===== config.mk =====
export PLATFORM = sky130hd
export DESIGN_NAME = popcount_accum
export DESIGN_NICKNAME = d
export VERILOG_FILES = /design/src/rtl/popcount_accum.sv
export SDC_FILE = /design/constraint.sdc
export NUM_CORES = 1
export LEC_CHECK = 0
export ABC_CLOCK_PERIOD_IN_PS = 4500
export CAP_MARGIN = 30
export CELL_PAD_IN_SITES_DETAIL_PLACEMENT = 0
export CELL_PAD_IN_SITES_GLOBAL_PLACEMENT = 1
export CORE_ASPECT_RATIO = 1.5
export CORE_UTILIZATION = 40
export CTS_CLUSTER_SIZE = 20
export DETAILED_ROUTE_END_ITERATION = 8
export DONT_BUFFER_PORTS = 1
export PLACE_DENSITY_LB_ADDON = 0.1
export SLEW_MARGIN = 10
export SYNTH_ARGS = -nofsm -noshare
export SYNTH_HDL_FRONTEND = slang
export SYNTH_SLANG_ARGS = --single-unit

===== constraint.sdc =====
create_clock -name clk -period 4.5 [get_ports clk]
set_clock_uncertainty 0.2 [all_clocks]
set_input_delay 0.675 -clock clk [delete_from_list [all_inputs] [get_ports clk]]
set_output_delay 0.675 -clock clk [all_outputs]
set_load 0.01 [all_outputs]

===== src/rtl/popcount_accum.sv =====
// -----------------------------------------------------------------------------
// popcount_accum
//   Streaming population-count accumulator. Words arrive on a valid/ready
//   stream and are grouped into frames by in_last. Stage 1 registers per-byte
//   ones counts. Stage 2 sums them into a word count and accumulates it. On
//   the last word of a frame, stage 2 loads a registered result (ones total,
//   word total and a saturation flag) onto a valid/ready output.
//
//   Parameters
//     DW : input word width. Must be a multiple of 8, in the range 8..64.
//     CW : width of the out_count / out_words accumulators.
//
//   Ports
//     clk       : sole clock, rising edge
//     rst_n     : asynchronous active-low reset
//     in_valid  : input word present
//     in_ready  : block accepts a word this cycle
//     in_data   : word to count
//     in_last   : final word of the current frame
//     out_valid : frame result held
//     out_ready : consumer accepts the result
//     out_count : set bits in the frame, saturating at 2^CW-1
//     out_words : words in the frame, saturating at 2^CW-1
//     out_sat   : out_count or out_words was clipped
// -----------------------------------------------------------------------------
module popcount_accum #(
  parameter int DW = 32,
  parameter int CW = 16
) (
  input  logic          clk,
  input  logic          rst_n,
  input  logic          in_valid,
  output logic          in_ready,
  input  logic [DW-1:0] in_data,
  input  logic          in_last,
  output logic          out_valid,
  input  logic          out_ready,
  output logic [CW-1:0] out_count,
  output logic [CW-1:0] out_words,
  output logic          out_sat
);

  localparam int NB = DW / 8;           // bytes per word
  localparam int SW = $clog2(DW + 1);   // width of one word's ones count
  localparam int AW = CW + 1;           // one spare bit to detect overflow

  // Ones count of a single byte (0..8).
  function automatic logic [3:0] ones8(input logic [7:0] b);
    logic [3:0] c;
    c = '0;
    for (int i = 0; i < 8; i++) c = c + {3'b000, b[i]};
    return c;
  endfunction

  // ---------------------------------------------------------------------------
  // Global advance enable. The whole pipeline moves only when the output
  // register is free or being drained this cycle, so a stalled result
  // freezes stage 1 and the accumulator as well.
  // ---------------------------------------------------------------------------
  logic en;
  logic transfer;

  assign en       = !out_valid || out_ready;
  assign in_ready = en;
  assign transfer = in_valid && in_ready;

  // ---------------------------------------------------------------------------
  // Stage 1: per-byte ones counts
  // ---------------------------------------------------------------------------
  logic       s1_valid;
  logic       s1_last;
  logic [3:0] s1_byte [NB];

  // NOTE: s1_byte is a small register array, not a RAM, so it is cleared with
  // the rest of the pipeline; leaving it unreset would let stale counts leak
  // into X-propagation checks after reset.
  always_ff @(posedge clk or negedge rst_n) begin
    if (!rst_n) begin
      s1_valid <= 1'b0;
      s1_last  <= 1'b0;
      for (int k = 0; k < NB; k++) s1_byte[k] <= '0;
    end else if (en) begin
      // NOTE: sequential state uses non-blocking assignments so every register
      // samples pre-edge values; blocking here would chain stages in one cycle.
      s1_valid <= transfer;
      s1_last  <= in_last;
      for (int k = 0; k < NB; k++) s1_byte[k] <= ones8(in_data[8*k +: 8]);
    end
  end

  // ---------------------------------------------------------------------------
  // Stage 2: word sum, saturating accumulate
  // ---------------------------------------------------------------------------
  logic [CW-1:0] acc_count;
  logic [CW-1:0] acc_words;
  logic          acc_sat;

  logic [SW-1:0] wsum;
  logic [AW-1:0] nacc;
  logic [AW-1:0] nwords;
  logic [CW-1:0] cnt_clamp;
  logic [CW-1:0] words_clamp;
  logic          sat_next;

  // NOTE: wsum is assigned a default before the loop so no path leaves it
  // unassigned, which would otherwise infer a latch.
  always_comb begin
    wsum = '0;
    for (int k = 0; k < NB; k++) wsum = wsum + SW'(s1_byte[k]);
  end

  assign nacc        = AW'(acc_count) + AW'(wsum);
  assign nwords      = AW'(acc_words) + AW'(1);
  assign cnt_clamp   = nacc[CW]   ? '1 : nacc[CW-1:0];
  assign words_clamp = nwords[CW] ? '1 : nwords[CW-1:0];
  // Sticky: a clip earlier in the frame still marks the frame result.
  assign sat_next    = acc_sat || nacc[CW] || nwords[CW];

  always_ff @(posedge clk or negedge rst_n) begin
    if (!rst_n) begin
      acc_count <= '0;
      acc_words <= '0;
      acc_sat   <= 1'b0;
      out_valid <= 1'b0;
      out_count <= '0;
      out_words <= '0;
      out_sat   <= 1'b0;
    end else if (en) begin
      if (s1_valid && s1_last) begin
        // The last word goes straight to the output and the accumulator is
        // cleared, so the next frame's first word can follow with no gap.
        out_count <= cnt_clamp;
        out_words <= words_clamp;
        out_sat   <= sat_next;
        out_valid <= 1'b1;
        acc_count <= '0;
        acc_words <= '0;
        acc_sat   <= 1'b0;
      end else begin
        // en implies any held result is being drained this edge.
        out_valid <= 1'b0;
        if (s1_valid) begin
          acc_count <= cnt_clamp;
          acc_words <= words_clamp;
          acc_sat   <= sat_next;
        end
      end
    end
  end

endmodule

# Word level (Yosys, flattened, before mapping)

Index checks and enable logic that the tools add are counted.

Input bits: 37
Logic and storage cells: 64
Register bits after elaboration: 85
Output and inout port bits: 35

Reduce and logical (&&, ||, !) cells: 9
Add/subtract/negate cells: 33
Multiplexer cells: 9

Operators by type and width:

| kind                                          | count |
|---|---|
| 2-to-1 mux 16 bit                             | 6 |
| adder 4 x 1 -> 4 bit                          | 16 |
| adder 16 x 1 -> 17 bit, second input constant | 1 |
| adder 16 x 6 -> 17 bit                        | 1 |
| adder 3 x 1 -> 4 bit                          | 4 |
| adder 2 x 1 -> 3 bit                          | 4 |
| adder 1 x 1 -> 2 bit                          | 4 |
| adder 5 x 4 -> 6 bit                          | 1 |
| adder 6 x 4 -> 6 bit                          | 1 |
| adder 4 x 4 -> 5 bit                          | 1 |
| AND reduction 2 bit                           | 2 |
| logical OR 1 bit                              | 3 |
| 2-to-1 mux 1 bit                              | 3 |
| logical AND 1 bit                             | 2 |
| nonzero test 2 bit                            | 1 |
| logical NOT 1 bit                             | 1 |

# Longest topological paths before layout

Gate-level depths: netlist of run 1.

Depth after elaboration: 8
Mapped depth: 13
Depth with buffers taken out: 13

# Worst setup path before layout of run 1

Ideal clock, no wire load.

Path type: register to register
Start: reg s1_byte[3] (netlist name)
End: reg out_count[12]
Data arrival time: 3.394 ns
Path slack: 0.810 ns
Stages on the path, launching flop included: 14
Cell sequence: dfrtp_1 -> inv_1 -> fa_1 -> inv_1 -> fa_1 -> inv_1 -> fa_1 -> inv_1 -> ha_1 -> and3_1 -> a22oi_4 -> a21oi_1 -> and4_1 -> o31ai_1

Word-level cells in the longest chain between the ends: 3

Ends and longest elaborated chain:

| element                | line | text |
|---|---|---|
| from (decl)            | 72   | `logic [3:0] s1_byte [NB];` |
| adder 6 x 4 -> 6 bit   | 109  | `for (int k = 0; k < NB; k++) wsum = wsum + SW'(s1_byte[k]);` |
| adder 16 x 6 -> 17 bit | 112  | `assign nacc = AW'(acc_count) + AW'(wsum);` |
| 2-to-1 mux 16 bit      | 114  | `assign cnt_clamp = nacc[CW] ? '1 : nacc[CW-1:0];` |
| to (signal assigned)   | 132  | `out_count <= cnt_clamp;` |
| to (decl)              | 38   | `output logic [CW-1:0] out_count,` |

No other way between the ends.
A chain may end at the register's enable or synchronous reset.

# Final worst setup path of run 1

Start: reg s1_byte[5] (netlist name)
End: reg out_count[15]

Word-level cells in the longest chain between the ends: 4

Ends and longest elaborated chain:

| element                | line |
|---|---|
| adder 5 x 4 -> 6 bit   | 109 |
| adder 6 x 4 -> 6 bit   | 109 |
| adder 16 x 6 -> 17 bit | 112 |
| 2-to-1 mux 16 bit      | 114 |

No other way between the ends.

==> results of run 1 <==
==> layout make-up <==
type	count	area share [%]
well taps	156	3.49
repair buffers	6	1.16
inverters	68	4.57
flip-flops and latches	85	38.0
clock inverters	5	0.492
multi-input cells	354	48.1
clock buffers	11	4.16
==> power by group through the flow <==
stage / Clock, µW / Sequential [µW] / Combinational [µW]
after floorplan: 0 / 1110 / 1510
after global routing: 721 / 1180 / 2200
final: 676 / 1150 / 1890
after global placement: 0 / 1160 / 1860
after CTS: 699 / 1150 / 1940
after detailed placement: 0 / 1170 / 1910
==> registers in the layout (all words and copies together), names as in the netlist <==
register,cells
out_count,16
acc_count,16
acc_sat,1
s1_valid,1
out_sat,1
s1_last,1
out_words,16
s1_byte,16
out_valid,1
acc_words,16
==> timing repair <==
item / 4_1_cts / 5_1_grt
endpoints found under the hold margin: 85 / 0
endpoints found under the setup margin: 0 / 0
hold buffers: 1 / 0
==> cells in the mapped netlist (2+ instances only) <==
master | count | area (µm²)
nor2_1 | 43 | 161
a41o_1 | 2 | 20.0
nand3_1 | 7 | 35.0
o21ai_0 | 31 | 155
nor2b_1 | 2 | 12.5
a31oi_1 | 20 | 125
nor3_1 | 5 | 25.0
and2_1 | 2 | 12.5
xor2_1 | 4 | 35.0
nand3_2 | 2 | 20.0
buf_2 | 8 | 40.0
a31o_1 | 4 | 35.0
clkbuf_1 | 15 | 56.3
o22ai_1 | 8 | 50.1
and3_1 | 9 | 56.3
o31ai_1 | 6 | 45.0
o21a_1 | 3 | 22.5
nor4_4 | 2 | 42.5
mux2_2 | 7 | 78.8
xnor2_1 | 19 | 166
nand2b_1 | 2 | 12.5
and4_1 | 3 | 26.3
nand4_1 | 4 | 25.0
mux2i_1 | 2 | 20.0
nand2_1 | 42 | 158
fa_1 | 27 | 541
inv_1 | 68 | 255
dfrtp_1 | 85 | 2130
a21o_1 | 3 | 22.5
ha_1 | 24 | 300
a22o_1 | 2 | 17.5
a21oi_1 | 43 | 215
a31o_2 | 6 | 52.6
==> stage by stage <==
stage          instances  utilization, %  power, µW  hold slack, ps  worst slack [ps]
2_1_floorplan        533               -       2630             179               810
3_3_place_gp         668            42.2       3030             181               533
3_5_place_dp         668            42.2       3080             182               456
4_1_cts              685            44.5       3790            61.8               453
5_1_grt              685            44.5       4100            71.7               184
6_report             685            44.5       3710            39.3               507
==> kinds of logic (layout without fill, tap and decap cells) <==
| kind of cell | after synthesis | count (layout) |
|---|---|---|
| compound gates | 141 | 141 |
| xor+xnor | 23 | 23 |
| fa+ha+maj | 51 | 51 |
| buf+inv | 94 | 90 |
| flops | 85 | 85 |
| mux | 9 | 9 |
| simple gates | 130 | 130 |
==> routing by layer <==
layer	wire, µm	share of wire [%]	global-route usage (%)	vias up
li1	-	-	-	1793
met1	4650	42	21.3	1796
met2	5880	53	32.5	71
met3	347	3.1	3.11	13
met4	205	1.8	7.02	0
met5	0	0	0	-
==> final timing paths <==
check                        startpoint             to  slack (ps)
setup / recovery             s1_byte[5]  out_count[15]         510
hold / removal                    rst_n   out_words[0]          40
setup reg to reg             s1_byte[5]  out_count[15]         510
hold reg to reg            acc_count[0]   acc_count[0]         300
max in group asynchronous         rst_n    s1_byte[11]        3720
min in group clk               in_valid       s1_valid         290
==> critical path, stage by stage (launching register included) <==
cell and delay, ps:
dfrtp_1 380, inv_1 70, fa_1 430, fa_1 540, fa_1 410, inv_1 60, ha_1 170, inv_1 50
fa_1 390, nor2b_1 210, o31ai_1 150, a211oi_1 470, and3_1 230, o31ai_1 60
==> flow_summary.json, run 1 <==
{
  "power_leakage_uw": 0.00261,
  "setup_viol": 0,
  "status": "complete, no violations",
  "gp_congestion": 0.794,
  "cp-start-kind": "flip-flop",
  "grt_setup_unrepaired": "no",
  "drv_slew": 0,
  "synthSimpleGateAreaFrac_pct": 12.5,
  "num_rows": 50,
  "drive_above_1_share_pct": 8.13,
  "syn_to_final_growth_pct": 7.84,
  "antenna_cells": 0,
  "seqPwrFrac_pct": 30.9,
  "portBuffers": 0,
  "vdd_drop_max_mv": 0.341,
  "clkPwrFrac_pct": 18.2,
  "ant_nets": 0,
  "synth_compound_area_share_pct": 17.3,
  "syn_area_um2": 5180,
  "core_um2": 12600,
  "cts_max_path_buffers": 2,
  "yosys_most_used_dff": "dfrtp_1",
  "finalHoldViolCount": 0,
  "synth_edf_count": 0,
  "hpwl_um": 8000,
  "grt_pass1_vias": 3808,
  "synth-xor-area-share_pct": 3.89,
  "cts.sinks": 85,
  "num_io_pins": 72,
  "final_cell_mix": "dfrtp_1, inv_1, nor2_1, a21oi_1, nand2_1",
  "min_period_over_period_pct": 88.7,
  "nFillCells": 1228,
  "dpl-instance-area_um2": 5300,
  "hp-class": "in2async",
  "crit_path_max_fanout": 4,
  "syn_area_per_cell_um2": 9.73,
  "layout_commonest_cell": "dfrtp_1",
  "grt_max_degree": 86,
  "grt_pass1_wl_um": 18800,
  "layout.nets": 612,
  "cp-end-kind": "flip-flop",
  "cts_buffers": 9,
  "wirelength_um": 11100,
  "die_area_um2": 13400,
  "p_per_area_nw_per_um2": 664,
  "grt_usage_pct": 18.2,
  "synthCells": 533,
  "power_frac_comb_pct": 50.9,
  "yosysUniqueCellTypes": 56,
  "drc": 0,
  "wl_per_cell_um": 16.2,
  "crit_required_ps": 4500,
  "synth.area.mux_share_pct": 1.91,
  "timing.fmax_mhz": 250,
  "critPathArrivalTime_ps": 3990,
  "gr-total-overflow": 0,
  "cts_max_level": 3,
  "synth_top_family_by_area": "compound AO/OA/AOI/OAI gates",
  "final_cell_area_um2": 5590,
  "postSynth.asyncResetShare_pct": 100,
  "synthAdderAreaFrac_pct": 16.2,
  "post_cts_resize_count": 0,
  "drt_iter0_drc": 165,
  "vias_per_cell": 5.36,
  "layout_min_cycle_time_ps": 3990,
  "critPathKind": "reg2reg",
  "syn_nets": 621,
  "ys_ff_latch": 85,
  "start_util_pct": 41.2,
  "area.sequential_um2": 2130,
  "clockRootBuffer": "clkbuf_16",
  "clock_latency_ps": 340,
  "p_int_uw": 2140,
  "multi_input_area_um2": 2690,
  "slew_headroom_pct": 48.7,
  "dieWidth_um": 95.0,
  "first_pass_iters": 4,
  "max_slew.worst_pin.slew_ps": 766,
  "vias": 3673,
  "cts_setup_buffers": 0,
  "cts_tree": "yes",
  "maxCapViolCount": 0,
  "tns_ps": 0,
  "antenna_found_initial": 0,
  "synth_seq_area_share_pct": 41.0,
  "p_switching_uw": 1570,
  "path_clk_slew_ps": 60,
  "switching_share_pct": 42.4,
  "die_y_um": 141,
  "yosysWarnings": 0,
  "reg2reg_depth": 13
}
(Power assumes the default switching activity.)
==> inputs of run 2 (changes only) <==
--- a/config.mk
+++ b/config.mk
@@ -5,11 +5,12 @@
 export SDC_FILE = /design/constraint.sdc
 export NUM_CORES = 1
 export LEC_CHECK = 0
-export ABC_CLOCK_PERIOD_IN_PS = 4500
+export ABC_CLOCK_PERIOD_IN_PS = 5150
 export CAP_MARGIN = 30
 export CELL_PAD_IN_SITES_DETAIL_PLACEMENT = 0
 export CELL_PAD_IN_SITES_GLOBAL_PLACEMENT = 1
 export CORE_ASPECT_RATIO = 1.5
+export CORE_MARGIN = 2
 export CORE_UTILIZATION = 40
 export CTS_CLUSTER_SIZE = 20
 export DETAILED_ROUTE_END_ITERATION = 8
==> constraint.sdc (replaced) <==
create_clock -name clk -period 5.15 [get_ports clk]
set_clock_uncertainty 0.2 [all_clocks]
set_input_delay 0.7725 -clock clk [delete_from_list [all_inputs] [get_ports clk]]
set_output_delay 0.7725 -clock clk [all_outputs]
set_load 0.01 [all_outputs]
==> run 2 against run 1 <==
Compared with the run above: clock power fell by 9.6%; combinational power fell by 13%; wire length fell by 1.1%; total power fell by 12%; critical path depth did not move; largest power group unchanged; highest routed layer unchanged.
==> flow_summary.json, run 2 (synthesis results as in run 1) <==
{
  "antenna_found_initial": 0,
  "cts_max_path_buffers": 2,
  "crit_path_max_fanout": 4,
  "syn_to_final_growth_pct": 7.84,
  "final_cell_area_um2": 5590,
  "power_leakage_uw": 0.00260,
  "wl_per_cell_um": 16.1,
  "first_pass_iters": 4,
  "num_io_pins": 72,
  "slew_headroom_pct": 51.1,
  "clockRootBuffer": "clkbuf_16",
  "grt_pass1_wl_um": 18700,
  "gr-total-overflow": 0,
  "drive_above_1_share_pct": 7.60,
  "die_area_um2": 13900,
  "r2r_setup_slack_ps": 1180,
  "maxCapViolCount": 0,
  "fin_ws_ps": 1180,
  "ant_nets": 0,
  "crit_required_ps": 5200,
  "drt_iter0_drc": 118,
  "portBuffers": 0,
  "drc": 0,
  "vdd_drop_max_mv": 0.286,
  "max_stage_delay_ps": 560,
  "grt_setup_unrepaired": "no",
  "layout.nets": 611,
  "setup_viol": 0,
  "cpMaxStageDelayCell": "fa_1",
  "cts_max_level": 3,
  "timing.fmax_mhz": 252,
  "vias_per_cell": 5.36,
  "clock_latency_ps": 340,
  "cp-start-kind": "flip-flop",
  "grt_pass1_vias": 3778,
  "core_um2": 12600,
  "layout_commonest_cell": "dfrtp_1",
  "p_per_area_nw_per_um2": 584,
  "cp_num_buf_inv": 3,
  "dieWidth_um": 97.0,
  "finalHoldViolCount": 0,
  "critPathKind": "reg2reg",
  "dp.cells": 667,
  "worstReg2RegStart": "s1_byte[1]",
  "path_cells": "inv_1 > fa_1 > fa_1 > fa_1 > inv_1 > ha_1 > inv_1 > fa_1 > nor2b_1 > o31ai_1 > a211oi_1 > nor2_1 > o31ai_1",
  "layout_min_cycle_time_ps": 3970,
  "dpl-instance-area_um2": 5300,
  "start_util_pct": 41.2,
  "vias": 3654,
  "cp_top_family": "adder cells",
  "antenna_cells": 0,
  "drv_slew": 0,
  "hpwl_um": 7870,
  "die_y_um": 143,
  "gp_congestion": 0.818,
  "min_period_over_period_pct": 77.2,
  "fin_cells": 682,
  "cts_tree": "yes",
  "hp-class": "in2async",
  "r2r_end": "out_count[15]",
  "grt_usage_pct": 17.0,
  "pre_cts_ws_ps": 1150,
  "final_cell_mix": "dfrtp_1, inv_1, nor2_1, a21oi_1, nand2_1",
  "path_clk_slew_ps": 60,
  "grt_max_degree": 86,
  "critPathArrivalTime_ps": 4020,
  "reg2reg_depth": 13,
  "cts_buffers": 9,
  "path_common_cell": "fa_1",
  "cp-end-kind": "flip-flop",
  "num_rows": 50,
  "cts.sinks": 85,
  "status": "complete, no violations",
  "max_slew.worst_pin.slew_ps": 733,
  "wirelength_um": 11000,
  "tns_ps": 0
}
-- run 2: cell count changes in the layout (fill, tap and decap cells not counted) --
cell      previous run  this run
clkinv_2             4         0
buf_4                5         4
clkbuf_8             0         2
-- run 2: area by class of cell --
| cell class | count | area, µm² |
|---|---|---|
| fill | 1246 | 6980 |
| multi-input combinational | 354 | 2690 |
| clock inverter | 1 | 7.51 |
| tap | 156 | 195 |
| timing repair buffer | 5 | 57.6 |
| sequential | 85 | 2130 |
| clock buffer | 13 | 260 |
| inverter | 68 | 255 |
-- run 2: routing by layer --
| metal | share of wire, % | track usage [%] | vias to the layer above |
|---|---|---|---|
| met1 | 43 | 19.8 | 1764 |
| met4 | 2.2 | 7.56 | 0 |
| met3 | 3.5 | 3.16 | 19 |
| met5 | 0 | 0 | - |
| li1 | - | - | 1799 |
| met2 | 51 | 30.5 | 72 |
-- run 2: timing repair --
action                    in CTS  in global routing
buffers inserted               0                  0
hold buffers                   1                  0
resized for setup              0                  0
hold endpoints to repair      85                  0
-- run 2: worst max-delay path by stage --
stage                     startpoint  slack (ps)       endpoint  cells past startpoint
final                     s1_byte[1]        1180  out_count[15]                     13
after floorplan           s1_byte[3]        1460  out_count[12]                     13
after CTS                 s1_byte[1]        1130  out_count[15]                     13
after detailed placement  s1_byte[1]        1150  acc_count[15]                     13
after global placement    s1_byte[1]        1180  out_count[15]                     13
after global routing      s1_byte[5]         750  out_count[15]                     13
-- run 2: power breakdown --
part | leakage (µW) | internal [µW] | switching [µW]
clock network | 0.000128 | 349 | 263
logic | 0.00139 | 702 | 948
registers | 0.00109 | 843 | 157
total | 0.00260 | 1890 | 1370
-- run 2: metrics by stage --
step,hold slack [ps],utilization [%],power (µW)
6_report,118,44.5,3260
5_1_grt,153,44.5,3630
4_1_cts,163,44.5,3340
3_5_place_dp,265,42.1,2700
3_3_place_gp,262,42.1,2650
2_1_floorplan,248,-,2290
==> inputs of run 3 (changes only) <==
--- a/config.mk
+++ b/config.mk
@@ -5,7 +5,7 @@
 export SDC_FILE = /design/constraint.sdc
 export NUM_CORES = 1
 export LEC_CHECK = 0
-export ABC_CLOCK_PERIOD_IN_PS = 5150
+export ABC_CLOCK_PERIOD_IN_PS = 3600
 export CAP_MARGIN = 30
 export CELL_PAD_IN_SITES_DETAIL_PLACEMENT = 0
 export CELL_PAD_IN_SITES_GLOBAL_PLACEMENT = 1
==> constraint.sdc (replaced) <==
create_clock -name clk -period 3.6 [get_ports clk]
set_clock_uncertainty 0.2 [all_clocks]
set_input_delay 0.54 -clock clk [delete_from_list [all_inputs] [get_ports clk]]
set_output_delay 0.54 -clock clk [all_outputs]
set_load 0.01 [all_outputs]
==> run 3 against run 2 <==
Compared with the run above: non-clock buffer count grew 36; combinational power grew 130%; cell count grew 5.6%; via count grew 6.3%; sequential power grew 43%; largest power group unchanged; the run now ends with negative setup slack left; global-route usage grew 0.74 points; critical path depth grew 1; flip-flop and latch count is the same; register-to-register slack lost 1300 ps; die area is the same.
==> flow_summary.json, run 3 (synthesis results as in run 1) <==
{
  "vdd_drop_max_mv": 0.735,
  "grt_most_used_layer": "met2",
  "power_frac_comb_pct": 61.5,
  "cts_buffers": 9,
  "multi_input_area_um2": 2940,
  "antenna_cells": 0,
  "tns_ps": -2170,
  "switching_share_pct": 41.5,
  "gr-total-overflow": 0,
  "start_util_pct": 41.2,
  "cts_tree": "yes",
  "core_um2": 12600,
  "r2r_setup_slack_ps": -150,
  "grt_pass1_vias": 3862,
  "hp-class": "in2reg",
  "layout_min_cycle_time_ps": 3750,
  "path_clk_slew_ps": 70,
  "groute.layer.met2.usage_pct": 31.5,
  "critPathArrivalTime_ps": 3790,
  "clockRootBuffer": "clkbuf_16",
  "ant_nets": 0,
  "num_rows": 50,
  "drc": 0,
  "crit_path_max_fanout": 4,
  "cts_max_level": 3,
  "status": "complete, but fails checks",
  "antenna_found_initial": 0,
  "drv_slew": 0,
  "fin_util_pct": 49.0,
  "min_period_over_period_pct": 104,
  "endpoint": "acc_count[6]",
  "r2r_end": "acc_count[6]",
  "cts.sinks": 85,
  "grt_setup_unrepaired": "yes",
  "power_leakage_uw": 0.00281,
  "portBuffers": 0,
  "first_pass_iters": 4,
  "dpl-instance-area_um2": 5540,
  "crit_start": "s1_byte[3]",
  "use_met1_pct": 21.1,
  "cts_max_path_buffers": 2,
  "die_area_um2": 13900,
  "num_io_pins": 72,
  "cp-end-kind": "flip-flop",
  "seqPwrFrac_pct": 23.6,
  "critPathKind": "reg2reg",
  "final_cell_area_um2": 6160,
  "die_y_um": 143,
  "fin_ws_ps": -146,
  "crit_required_ps": 3650,
  "maxCapViolCount": 0,
  "grt_usage_pct": 17.7,
  "hpwl_um": 8210,
  "p_switching_uw": 2520,
  "grt_pass1_wl_um": 19600,
  "violations": "negative setup slack",
  "wl_per_cell_um": 16.3,
  "syn_to_final_growth_pct": 18.8,
  "wirelength_um": 11700,
  "grt_max_degree": 86,
  "worstReg2RegStart": "s1_byte[3]",
  "slew_headroom_pct": 50.1,
  "timing.fmax_mhz": 267,
  "clkPwrFrac_pct": 14.9,
  "finalHoldViolCount": 0,
  "vias": 3885,
  "hold_slack_ps": 150,
  "p_per_area_nw_per_um2": 986,
  "final_cell_mix": "dfrtp_1, inv_1, nand2_1",
  "drt_iter0_drc": 157,
  "setup_viol": 29,
  "use_met3_pct": 2.77,
  "area.sequential_um2": 2130,
  "cp-start-kind": "flip-flop",
  "dieWidth_um": 97.0,
  "vias_per_cell": 5.40,
  "clock_latency_ps": 340,
  "drive_above_1_share_pct": 21.6,
  "nFillCells": 1167,
  "layout_commonest_cell": "dfrtp_1",
  "max_slew.worst_pin.slew_ps": 746,
  "p_int_uw": 3550,
  "reg2reg_depth": 14,
  "layout.nets": 647,
  "gp_congestion": 0.782
}
-- run 3: cell count changes in the layout (fill, tap and decap cells not counted), sizes merged --
cell	previous run	this run
buf	5	40
clkbuf	13	12
clkinvlp	1	3
dlygate4sd3	0	1
inv	68	69
-- run 3: worst max-delay path: stages, from the launching register on --
cell and delay, ps:
dfrtp_1 330, inv_2 40, fa_1 520, inv_1 50, fa_1 470, inv_1 50
fa_1 490, inv_2 50, ha_4 270, and3_4 210, a22oi_4 110, a211oi_4 440
buf_6 190, nor2_4 30, o31ai_1 200
-- run 3: worst min path at each step --
stage,start,end,slack [ps],cells after the start
floorplan,rst_n,acc_count[0],40,0
global placement,rst_n,out_words[7],50,0
detailed placement,rst_n,out_words[5],50,0
CTS,in_last,s1_last,140,1
global route,in_last,s1_last,140,1
finish,in_last,s1_last,150,1
-- run 3: timing repair --
action	in CTS	in global routing
pin swaps	23	24
hold endpoints to repair	85	0
setup buffers	7	2
gates resized for setup	41	28
endpoints found under the setup margin	34	34
hold buffers	2	0
-- run 3: layout make-up --
class                           count  area share, %
Tap cell                          156           3.17
Clock buffer                       12           4.17
Timing Repair Buffer               41           5.67
Sequential cell                    85           34.5
Inverter                           68           4.15
Multi-Input combinational cell    354           47.8
Clock inverter                      4          0.508
-- run 3: per-layer routing --
layer / up-vias / routed length, µm
met4: 0 / 196
met5: - / 0
met3: 14 / 384
met2: 82 / 6250
li1: 1877 / -
met1: 1912 / 4880
-- run 3: power by group through the flow --
stage          clock (µW)  combinational, µW  sequential [µW]
2_1_floorplan           0               2000             1390
3_3_place_gp            0               2790             1450
3_5_place_dp            0               2840             1460
4_1_cts               931               3390             1440
5_1_grt               966               4160             1460
6_report              904               3730             1430
-- run 3: metrics by stage --
step / instances / total power [µW] / setup WS [ps]
detailed placement: 694 / 4290 / -280
CTS: 719 / 5760 / -115
finish: 720 / 6070 / -146
floorplan: 533 / 3390 / -17.5
global route: 720 / 6590 / -306
global placement: 694 / 4230 / -192
